[src/rtl/icache_refill_ctrl_pkg.sv]
// Shared constants for the instruction-cache refill controller: FSM encodings,
// default geometry and the address-split helper.
package icache_refill_ctrl_pkg;

    localparam logic [1:0] ICACHE_IDLE   = 2'b00;
    localparam logic [1:0] ICACHE_REFILL = 2'b01;
    localparam logic [1:0] ICACHE_DONE   = 2'b10;

    localparam int ICACHE_LINE_WORDS = 4;
    localparam int ICACHE_NUM_LINES  = 16;
    localparam int ICACHE_INST_W     = 32;

    // Byte-offset bits of a line: word select plus the two byte bits.
    function automatic int icache_off_bits(input int line_words);
        return $clog2(line_words) + 2;
    endfunction

endpackage

[src/rtl/icache_line_store.sv]
// Tag RAM, valid bits and data array of the direct-mapped instruction cache.
// One asynchronous lookup port, synchronous word / tag+valid / clear-all writes.
module icache_line_store
    import icache_refill_ctrl_pkg::*;
#(
    parameter int LINE_WORDS = ICACHE_LINE_WORDS,
    parameter int NUM_LINES  = ICACHE_NUM_LINES,
    parameter int TAG_W      = 24
) (
    input  logic                          clk,
    input  logic                          rst,
    input  logic [$clog2(NUM_LINES)-1:0]  i_rd_idx,
    input  logic [$clog2(LINE_WORDS)-1:0] i_rd_off,
    output logic [TAG_W-1:0]              o_rd_tag,
    output logic                          o_rd_valid,
    output logic [ICACHE_INST_W-1:0]      o_rd_word,
    input  logic                          i_wr_word_en,
    input  logic [$clog2(NUM_LINES)-1:0]  i_wr_idx,
    input  logic [$clog2(LINE_WORDS)-1:0] i_wr_off,
    input  logic [ICACHE_INST_W-1:0]      i_wr_word,
    input  logic                          i_wr_tag_en,
    input  logic [TAG_W-1:0]              i_wr_tag,
    input  logic                          i_wr_valid,
    input  logic                          i_clr_all
);

    logic [TAG_W-1:0]         r_tag   [NUM_LINES];
    logic [ICACHE_INST_W-1:0] r_data  [NUM_LINES][LINE_WORDS];
    logic [NUM_LINES-1:0]     r_valid;

    assign o_rd_tag   = r_tag[i_rd_idx];
    assign o_rd_valid = r_valid[i_rd_idx];
    assign o_rd_word  = r_data[i_rd_idx][i_rd_off];

    // Clear-all first so a line completing in the same cycle still lands with its own valid value.
    always_ff @(posedge clk) begin
        if (!rst) begin
            r_valid <= '0;
        end else begin
            if (i_clr_all)
                r_valid <= '0;
            if (i_wr_tag_en)
                r_valid[i_wr_idx] <= i_wr_valid;
        end
    end

    always_ff @(posedge clk) begin
        if (i_wr_word_en)
            r_data[i_wr_idx][i_wr_off] <= i_wr_word;
        if (i_wr_tag_en)
            r_tag[i_wr_idx] <= i_wr_tag;
    end

endmodule

[src/rtl/icache_refill_ctrl.sv]
// Direct-mapped instruction cache front end: hit lookup in the request cycle,
// miss refill of one line from external memory word by word, hit/miss counters.
module icache_refill_ctrl
    import icache_refill_ctrl_pkg::*;
#(
    parameter int LINE_WORDS = ICACHE_LINE_WORDS,
    parameter int NUM_LINES  = ICACHE_NUM_LINES,
    parameter int ADDR_W     = 32
) (
    input  logic                     clk,
    input  logic                     rst,
    input  logic                     cpu_req,
    input  logic [ADDR_W-1:0]        cpu_pc,
    output logic [ICACHE_INST_W-1:0] cpu_inst,
    output logic                     cpu_stall,
    input  logic                     inv_all,
    output logic                     mem_req,
    output logic [ADDR_W-1:0]        mem_addr,
    input  logic                     mem_valid,
    input  logic [ICACHE_INST_W-1:0] mem_rdata,
    output logic [31:0]              hit_cnt,
    output logic [31:0]              miss_cnt
);

    localparam int OB    = icache_off_bits(LINE_WORDS);
    localparam int WB    = $clog2(LINE_WORDS);
    localparam int IB    = $clog2(NUM_LINES);
    localparam int TAG_W = ADDR_W - OB - IB;

    logic [1:0]           r_state;
    logic [WB-1:0]        r_word_cnt;
    logic [ADDR_W-OB-1:0] r_line;
    logic                 r_inv_pend;
    logic [31:0]          r_hit_cnt;
    logic [31:0]          r_miss_cnt;

    logic [WB-1:0]            w_off;
    logic [IB-1:0]            w_idx;
    logic [TAG_W-1:0]         w_tag;
    logic [IB-1:0]            w_line_idx;
    logic [TAG_W-1:0]         w_line_tag;
    logic [TAG_W-1:0]         w_rd_tag;
    logic                     w_rd_valid;
    logic [ICACHE_INST_W-1:0] w_rd_word;
    logic                     w_lookup;
    logic                     w_hit;
    logic                     w_miss;
    logic                     w_wr_en;
    logic                     w_last;
    logic                     w_unused_pc;

    assign w_off       = cpu_pc[OB-1:2];
    assign w_idx       = cpu_pc[OB+IB-1:OB];
    assign w_tag       = cpu_pc[ADDR_W-1:OB+IB];
    assign w_unused_pc = ^cpu_pc[1:0];

    // The refill target comes from the latched line address, so a PC redirect cannot retarget it.
    assign w_line_idx = r_line[IB-1:0];
    assign w_line_tag = r_line[ADDR_W-OB-1:IB];

    assign w_lookup = (r_state == ICACHE_IDLE) && cpu_req;
    assign w_hit    = w_lookup && w_rd_valid && (w_rd_tag == w_tag);
    assign w_miss   = w_lookup && !w_hit;
    assign w_wr_en  = (r_state == ICACHE_REFILL) && mem_valid;
    assign w_last   = w_wr_en && (r_word_cnt == WB'(LINE_WORDS - 1));

    icache_line_store #(
        .LINE_WORDS (LINE_WORDS),
        .NUM_LINES  (NUM_LINES),
        .TAG_W      (TAG_W)
    ) u_line_store (
        .clk          (clk),
        .rst          (rst),
        .i_rd_idx     (w_idx),
        .i_rd_off     (w_off),
        .o_rd_tag     (w_rd_tag),
        .o_rd_valid   (w_rd_valid),
        .o_rd_word    (w_rd_word),
        .i_wr_word_en (w_wr_en),
        .i_wr_idx     (w_line_idx),
        .i_wr_off     (r_word_cnt),
        .i_wr_word    (mem_rdata),
        .i_wr_tag_en  (w_last),
        .i_wr_tag     (w_line_tag),
        .i_wr_valid   (!(r_inv_pend || inv_all)),
        .i_clr_all    (inv_all)
    );

    always_ff @(posedge clk) begin
        if (!rst) begin
            r_state    <= ICACHE_IDLE;
            r_word_cnt <= '0;
            r_inv_pend <= 1'b0;
            r_hit_cnt  <= '0;
            r_miss_cnt <= '0;
        end else begin
            case (r_state)
                ICACHE_IDLE: begin
                    if (w_hit)
                        r_hit_cnt <= r_hit_cnt + 32'd1;
                    if (w_miss) begin
                        r_miss_cnt <= r_miss_cnt + 32'd1;
                        r_word_cnt <= '0;
                        r_inv_pend <= 1'b0;
                        r_state    <= ICACHE_REFILL;
                    end
                end
                ICACHE_REFILL: begin
                    if (inv_all)
                        r_inv_pend <= 1'b1;
                    if (w_wr_en) begin
                        r_word_cnt <= r_word_cnt + WB'(1);
                        if (w_last)
                            r_state <= ICACHE_DONE;
                    end
                end
                ICACHE_DONE: r_state <= ICACHE_IDLE;
                default:     r_state <= ICACHE_IDLE;
            endcase
        end
    end

    always_ff @(posedge clk) begin
        if (w_miss)
            r_line <= cpu_pc[ADDR_W-1:OB];
    end

    assign cpu_stall = (r_state != ICACHE_IDLE) || w_miss;
    assign cpu_inst  = w_hit ? w_rd_word : '0;
    assign mem_req   = (r_state == ICACHE_REFILL);
    assign mem_addr  = {r_line, r_word_cnt, 2'b00};
    assign hit_cnt   = r_hit_cnt;
    assign miss_cnt  = r_miss_cnt;

endmodule

[config.mk]
export PLATFORM = sky130hd
export DESIGN_NAME = icache_refill_ctrl
export DESIGN_NICKNAME = d
export VERILOG_FILES = /design/src/rtl/icache_refill_ctrl_pkg.sv /design/src/rtl/icache_line_store.sv /design/src/rtl/icache_refill_ctrl.sv
export SDC_FILE = /design/constraint.sdc
export NUM_CORES = 2
export LEC_CHECK = 0
export ABC_AREA = 1
export CAP_MARGIN = 10
export CORE_MARGIN = 2
export CORE_UTILIZATION = 40
export DETAILED_ROUTE_END_ITERATION = 10
export SKIP_LAST_GASP = 1
export SLEW_MARGIN = 40
export SYNTH_ARGS = -nofsm -noshare
export SYNTH_HDL_FRONTEND = slang
export SYNTH_SLANG_ARGS = --single-unit
[constraint.sdc]
create_clock -name clk -period 5.4 [get_ports clk]
set_input_delay 1.08 -clock clk [delete_from_list [all_inputs] [get_ports clk]]
set_output_delay 1.08 -clock clk [all_outputs]
set_load 0.03 [all_outputs]
### After elaboration in Yosys (flattened, before gate mapping)

Memory sizes are Yosys's and may differ from the RTL's.
Cells that the tools add are included.
Widths: inputs -> output; s select.

| storage, ports and cells | value |
|---|---|
| register bits after elaboration | 113 |
| bits in writable memories | 2432 |
| logic and storage cells | 75 |
| memories | 2 |

Memory list:

| name | depth | width | read ports | clocked after Yosys merged registers in | wr ports | line | source |
|---|---|---|---|---|---|---|---|
| u_line_store.r_data | 16 | 128 | 1 | 0 | 1 | icache_line_store.sv:28 | `logic [ICACHE_INST_W-1:0] r_data [NUM_LINES][LINE_WORDS];` |
| u_line_store.r_tag | 16 | 24 | 1 | 0 | 1 | icache_line_store.sv:27 | `logic [TAG_W-1:0] r_tag [NUM_LINES];` |

| operators by class | value |
|---|---|
| add/sub/neg operators | 3 |
| order comparisons | 6 |
| equal/unequal tests | 7 |
| multiplexer cells | 28 |
| bitwise gates (word level) | 2 |
| reductions and logical operators | 20 |

Operators with widths:

| kind | count |
|---|---|
| $mux 128 | 1 |
| $mux 32 | 4 |
| $add 32x1->32 const B | 2 |
| $bmux 32 s2 | 1 |
| $demux 32 s2 | 1 |
| $mux 16 | 3 |
| $eq 24x24->1 | 1 |
| $bwmux 16 | 1 |
| $lt 4x5->1 const B | 2 |
| $mux 2 | 5 |
| $reduce_and 3->1 | 3 |
| $logic_and 1x1->1 | 8 |
| $pmux 2 s2 | 2 |
| $mux 1 | 7 |
| $ge 3x3->1 const B | 2 |
| $not 2->3 | 2 |
| $bmux 1 s4 | 1 |
| $demux 1 s4 | 1 |
| $ge 4x1->1 const B | 1 |
| $ne 2x1->1 const B | 2 |
| $ne 2x2->1 const B | 2 |
| $reduce_and 2->1 | 2 |
| $reduce_bool 2->1 | 2 |
| $lt 3x1->1 const B | 1 |
| 7 further kinds | 9 |

### Depth between registers and ports, before layout

| depth | value |
|---|---|
| depth after elaboration | 8 |
| gate-level depth with buffers | 20 |
| gate-level depth less buffers | 19 |

### Hierarchy

A second synthesis with hierarchy kept.

| unflattened totals | value |
|---|---|
| cell total of the unflattened synthesis | 8944 |
| area total of the unflattened synthesis | 104178.7 sq um |

Modules (own cells, without submodules):

| module | instances | cells each | area each (sq um) | seq. area each (sq um) |
|---|---|---|---|---|
| icache_line_store | 1 | 7960 | 97908.9 | 73350.3 |
| icache_refill_ctrl | 1 | 984 | 6269.8 | 2222.1 |

### Least setup slack after synthesis

No wires, ideal clock.

| timing path | value |
|---|---|
| path kind | in2reg |
| start point | input port mem_valid |
| end point | register u_line_store.r_valid[10] |
| library setup time | 0.084 ns |
| arrival | 4.511 ns |
| setup slack | 0.805 ns |
| stages on the path | 7 |
| buffers on the path | 1 |
| cell sequence | nand2_1 -> inv_1 -> nand2_1 -> clkbuf_1 -> nor2_1 -> o21ai_0 -> a21oi_1 |

| between the ends | value |
|---|---|
| longest elaborated chain between the ends | 3 |

Ends and longest elaborated chain:

| what | line | source |
|---|---|---|
| from (decl) | icache_refill_ctrl.sv:19 | `input logic mem_valid,` |
| $logic_and 1x1->1 | icache_refill_ctrl.sv:64 | `assign w_wr_en = (r_state == ICACHE_REFILL) && mem_valid;` |
| $logic_and 1x1->1 | icache_refill_ctrl.sv:65 | `assign w_last = w_wr_en && (r_word_cnt == WB'(LINE_WORDS - 1));` |
| $mux 16 | icache_line_store.sv:42 | `if (i_wr_tag_en)` |
| to (signal, indexed assignment) | icache_line_store.sv:43 | `r_valid[i_wr_idx] <= i_wr_valid;` |
| to (decl) | icache_line_store.sv:29 | `logic [NUM_LINES-1:0] r_valid;` |

No other way between the ends.
A chain may end at the register's enable or synchronous reset.

### Worst setup path in the final report

| timing path | value |
|---|---|
| start point | input port cpu_pc[4] |
| end point | output port cpu_inst[6] |

| between the ends | value |
|---|---|
| longest elaborated chain between the ends | 5 |
| elaborated cells on any way between the ends | 11 |
| those cells by class | eq/ne (1); mux (6); reduce/logical (2); memory (2) |

Ends and longest elaborated chain:

| what | line | source |
|---|---|---|
| from (decl) | icache_refill_ctrl.sv:13 | `input logic [ADDR_W-1:0] cpu_pc,` |
| $mem_v2 16x128 or $bmux 1 s4 (tied branches) | -- |  |
| $bmux 32 s2 or $mux 1 (tied branches) | icache_line_store.sv:33, icache_line_store.sv:32 |  |
| $mux 32 (implied by the code) or $logic_and 1x1->1 (tied branches) (2 in series) | icache_line_store.sv:33, icache_refill_ctrl.sv:62 |  |
| $mux 32 (*) | icache_refill_ctrl.sv:129 | `assign cpu_inst = w_hit ? w_rd_word : '0;` |
| to (decl) | icache_refill_ctrl.sv:14 | `output logic [ICACHE_INST_W-1:0] cpu_inst,` |

Every way passes the cells marked *; elsewhere a longest branch is shown, timed or not. The select of a mux whose other input is x is not followed.

==> results.md <==
- Initial antenna violation count: 15
- Post_cts resized: 0
- Cells after Synth: 8085
- Worst-Skew Late Latency: 0.92 ns
- # port buffers: 194
- CP Cell Sequence: buf_8 > buf_12 > buf_12 > a21oi_1 > a32o_1 > o21ai_0 > o211ai_1 > nand3_1 > nand2_1 > buf_4 > nor2_1 > buf_4 > buf_12
- Clock power share: 0.428
- Final min period: 5.116 ns
- DRC: 0
- Commonest cells in the netlist: edfxtp_1, nand2_1, nor2_1
- Slowest cell delay on critical path: 0.62 ns
- Fin. max-slew vios: 0
- Setup TNS: 0 ns
- Initial core utilization: 0.4023
- Leakage: 39.29 nW
- Vias: 68480
- Register area share after synthesis: 0.7392
- #FFs+latches synth: 2545
- Core Area: 254200 µm²
- Hold Buf Count CTS: 0
- Share of cells above drive strength 1: 0.09754
- Dpl cells: 11400
- Worst Path Required: 4.32 ns
- Vias per cell: 5.767
- Worst path arrival time: 4.04 ns
- Cell Rows: 185
- Die H: 509.6 µm
- GR Overflow Total: 0
- Nets: 8390
- Worst slack, placed: 0.3289 ns
- Post-synth ARST share: 0
- Worst slew margin relative to its limit: 0.4035
- CP max-delay cell: o211ai_1
- Comb power frac: 0.058
- Run status: complete, no violations
- Mean Syn Cell Area: 12.65 µm²
- Setup WS post-layout: 0.2838 ns
- Io pins: 199
- Setup bufs post-CTS: 0
- Setup crit end kind: output pin
- WS Path Type: in -> out
- Overall Global Routing Usage: 0.2241
- Routed Antenna Nets: 0
- Number of enable flip-flop cells after synthesis: 2460
- First-pass GRT wire length: 435.6 mm
- Num CTS Buffers: 276
- Hold Path Class: reg -> reg
- Skew final: 0.08431 ns
- Psw: 0.009256 W
- Count leader, synth: edfxtp_1
- CTS tree: built
- Sw frac: 0.2187
- Root buf cell: clkbuf_16
- Pin count of the biggest net entering global routing: 137
- Die ar.: 259700 µm²
- Synth Flop Type: edfxtp_1
- Chip Width: 509.6 µm
- Worst vdd ir: 0.0003504 V
- Main area contributors after synthesis: edfxtp_1, nand2_1, o21ai_0
- Non-filler cells, final: 11880
- Per-cell routed wire length: 25.00 µm
- Netlist cell types: 41
- Crit path top cell by count: buf_12
- CTS clk-pin slew, worst paths: 0.06 ns
- Routability cong.: 0.8600
- Reg power frac: 0.514
- Worst-Margin Slew: 0.8947 ns
- Post-Syn Area: 102200 µm²
- Iter 0 DRT Violations: 7843
- Internal power: 0.03306 W
- CTS Sinks: 2545
- Drt first pass iters: 8
- Share of the synthesized area in the top cell type: 0.7225
- Hold Fails Final Rpt: 0
- # setup viols final: 0
- Pwr Density: 355.6 nW/µm²
- Fill count: 22200
- Final wirelength: 296.9 mm
- Crit share post-route: 0.9474
- CP startpoint kind: input pin
- Layout area overhead: 16.39%
- Design Power: 0.04232 W
- RSZ-0062 raised after global routing: false
- Critical path's top delay family: buffers and inverters
- Maximum clock frequency: 0.1955 GHz
- WP buf/inv: 6
- Max Cap Viol: 0
- Synth warn: 0
- Cell taking the most area after synthesis: edfxtp_1
- Max Fanout on Critical Path: 94
- Vias in the first global route: 66140
- CTS Buffer Depth: 4
- H-tree depth: 5
- Final HPWL DP: 164.5 mm
## worst paths after layout
kind | start | endpoint | slack [ns] | cells after the start
hold / removal | miss_cnt[31] | miss_cnt[31] | 0.49 | 2
setup reg to reg | r_state[0] | u_line_store.r_data[4][4] | 2.24 | 7
hold reg to reg | miss_cnt[31] | miss_cnt[31] | 0.49 | 2
setup / recovery | cpu_pc[4] | cpu_inst[6] | 0.28 | 13
## kinds of logic (layout without fill, tap and decap cells)
logic type,after synthesis,in the layout,synth area share
simple gates,2907,2907,0.1134
flops,2545,2545,0.7392
compound gates,1840,1840,0.1128
buf+inv,736,1149,0.02962
xor+xnor,50,50,0.004283
fa+ha+maj,6,6,0.0007342
other cells,1,13,0.00003668
## cells in the final DEF (no fill, tap or decap), types with 9 or more instances in the layout
cell type | Yosys | routed
a21oi_1 | 469 | 468
a221oi_1 | 125 | 125
a311o_1 | 11 | 11
a32o_1 | 114 | 114
buf_12 | 0 | 130
buf_4 | 11 | 252
bufinv_16 | 0 | 20
clkbuf_1 | 366 | 57
clkbuf_16 | 0 | 287
clkdlybuf4s50_1 | 0 | 122
clkinv_1 | 2 | 56
clkinv_2 | 0 | 27
dfxtp_1 | 85 | 85
diode_2 | 0 | 11
edfxtp_1 | 2460 | 2460
inv_1 | 162 | 160
nand2_1 | 1552 | 1548
nand3_1 | 411 | 411
nand4_1 | 21 | 21
nor2_1 | 868 | 804
nor2_4 | 0 | 64
nor3_1 | 35 | 35
nor4_1 | 9 | 9
o211ai_1 | 121 | 121
o21ai_0 | 667 | 667
o21ai_1 | 32 | 32
o221ai_1 | 192 | 192
o22ai_1 | 73 | 73
o311ai_0 | 19 | 19
xnor2_1 | 11 | 11
xor2_1 | 39 | 39
## worst reg2reg max path, delay by kind of cell (launching register included)
family                 cells  cell delay, ns
and+or+nand+nor            4            1.72
buffers and inverters      3            0.81
DFF                        1            0.34
## state kept, by name, summed over array words and instances, names as in the netlist
signal,flops
r_inv_pend,1
miss_cnt,32
r_word_cnt,2
u_line_store.r_tag,384
u_line_store.r_valid,16
r_state,2
u_line_store.r_data,2048
hit_cnt,32
r_line,28
## power groups by stage
stage,Clock (W),Sequential [W],Combinational [W]
floorplan,0,0.0222,0.00128
global placement,0,0.0222,0.00239
detailed placement,0,0.0222,0.00244
CTS,0.0184,0.0217,0.00245
global route,0.0192,0.0217,0.00268
finish,0.0181,0.0217,0.00247
## per-layer routing
layer  GRT usage  vias to the layer above  wire (µm)
met1      0.3145                    34600     126000
li1            -                    30330          -
met3     0.04358                      504      25450
met4     0.06973                        4       8074
met2      0.3521                     3048     137300
met5           0                        -         20
## cell type report
cell class / count / area [µm²] / share of cell area
antenna: 11 / 27.53 / 0.0002313
clock buffer: 349 / 7465 / 0.06273
clock inverter: 113 / 1032 / 0.008674
inverter: 169 / 661.9 / 0.005562
multi-input combinational: 4805 / 24160 / 0.2030
sequential: 2545 / 75570 / 0.6351
tap: 3366 / 4212 / 0.03539
timing repair buffer: 518 / 5871 / 0.04933
## through the flow
step                      area, µm²  hold WS [ns]    util
after floorplan              102200        0.4849       -
after global placement       110300        0.4791  0.4341
after detailed placement     110400        0.4841  0.4344
after CTS                    118900        0.4989  0.4678
after global routing         119000        0.5213  0.4682
final                        119000        0.4927  0.4682
Note: power is estimated with default switching activity, not from simulation.
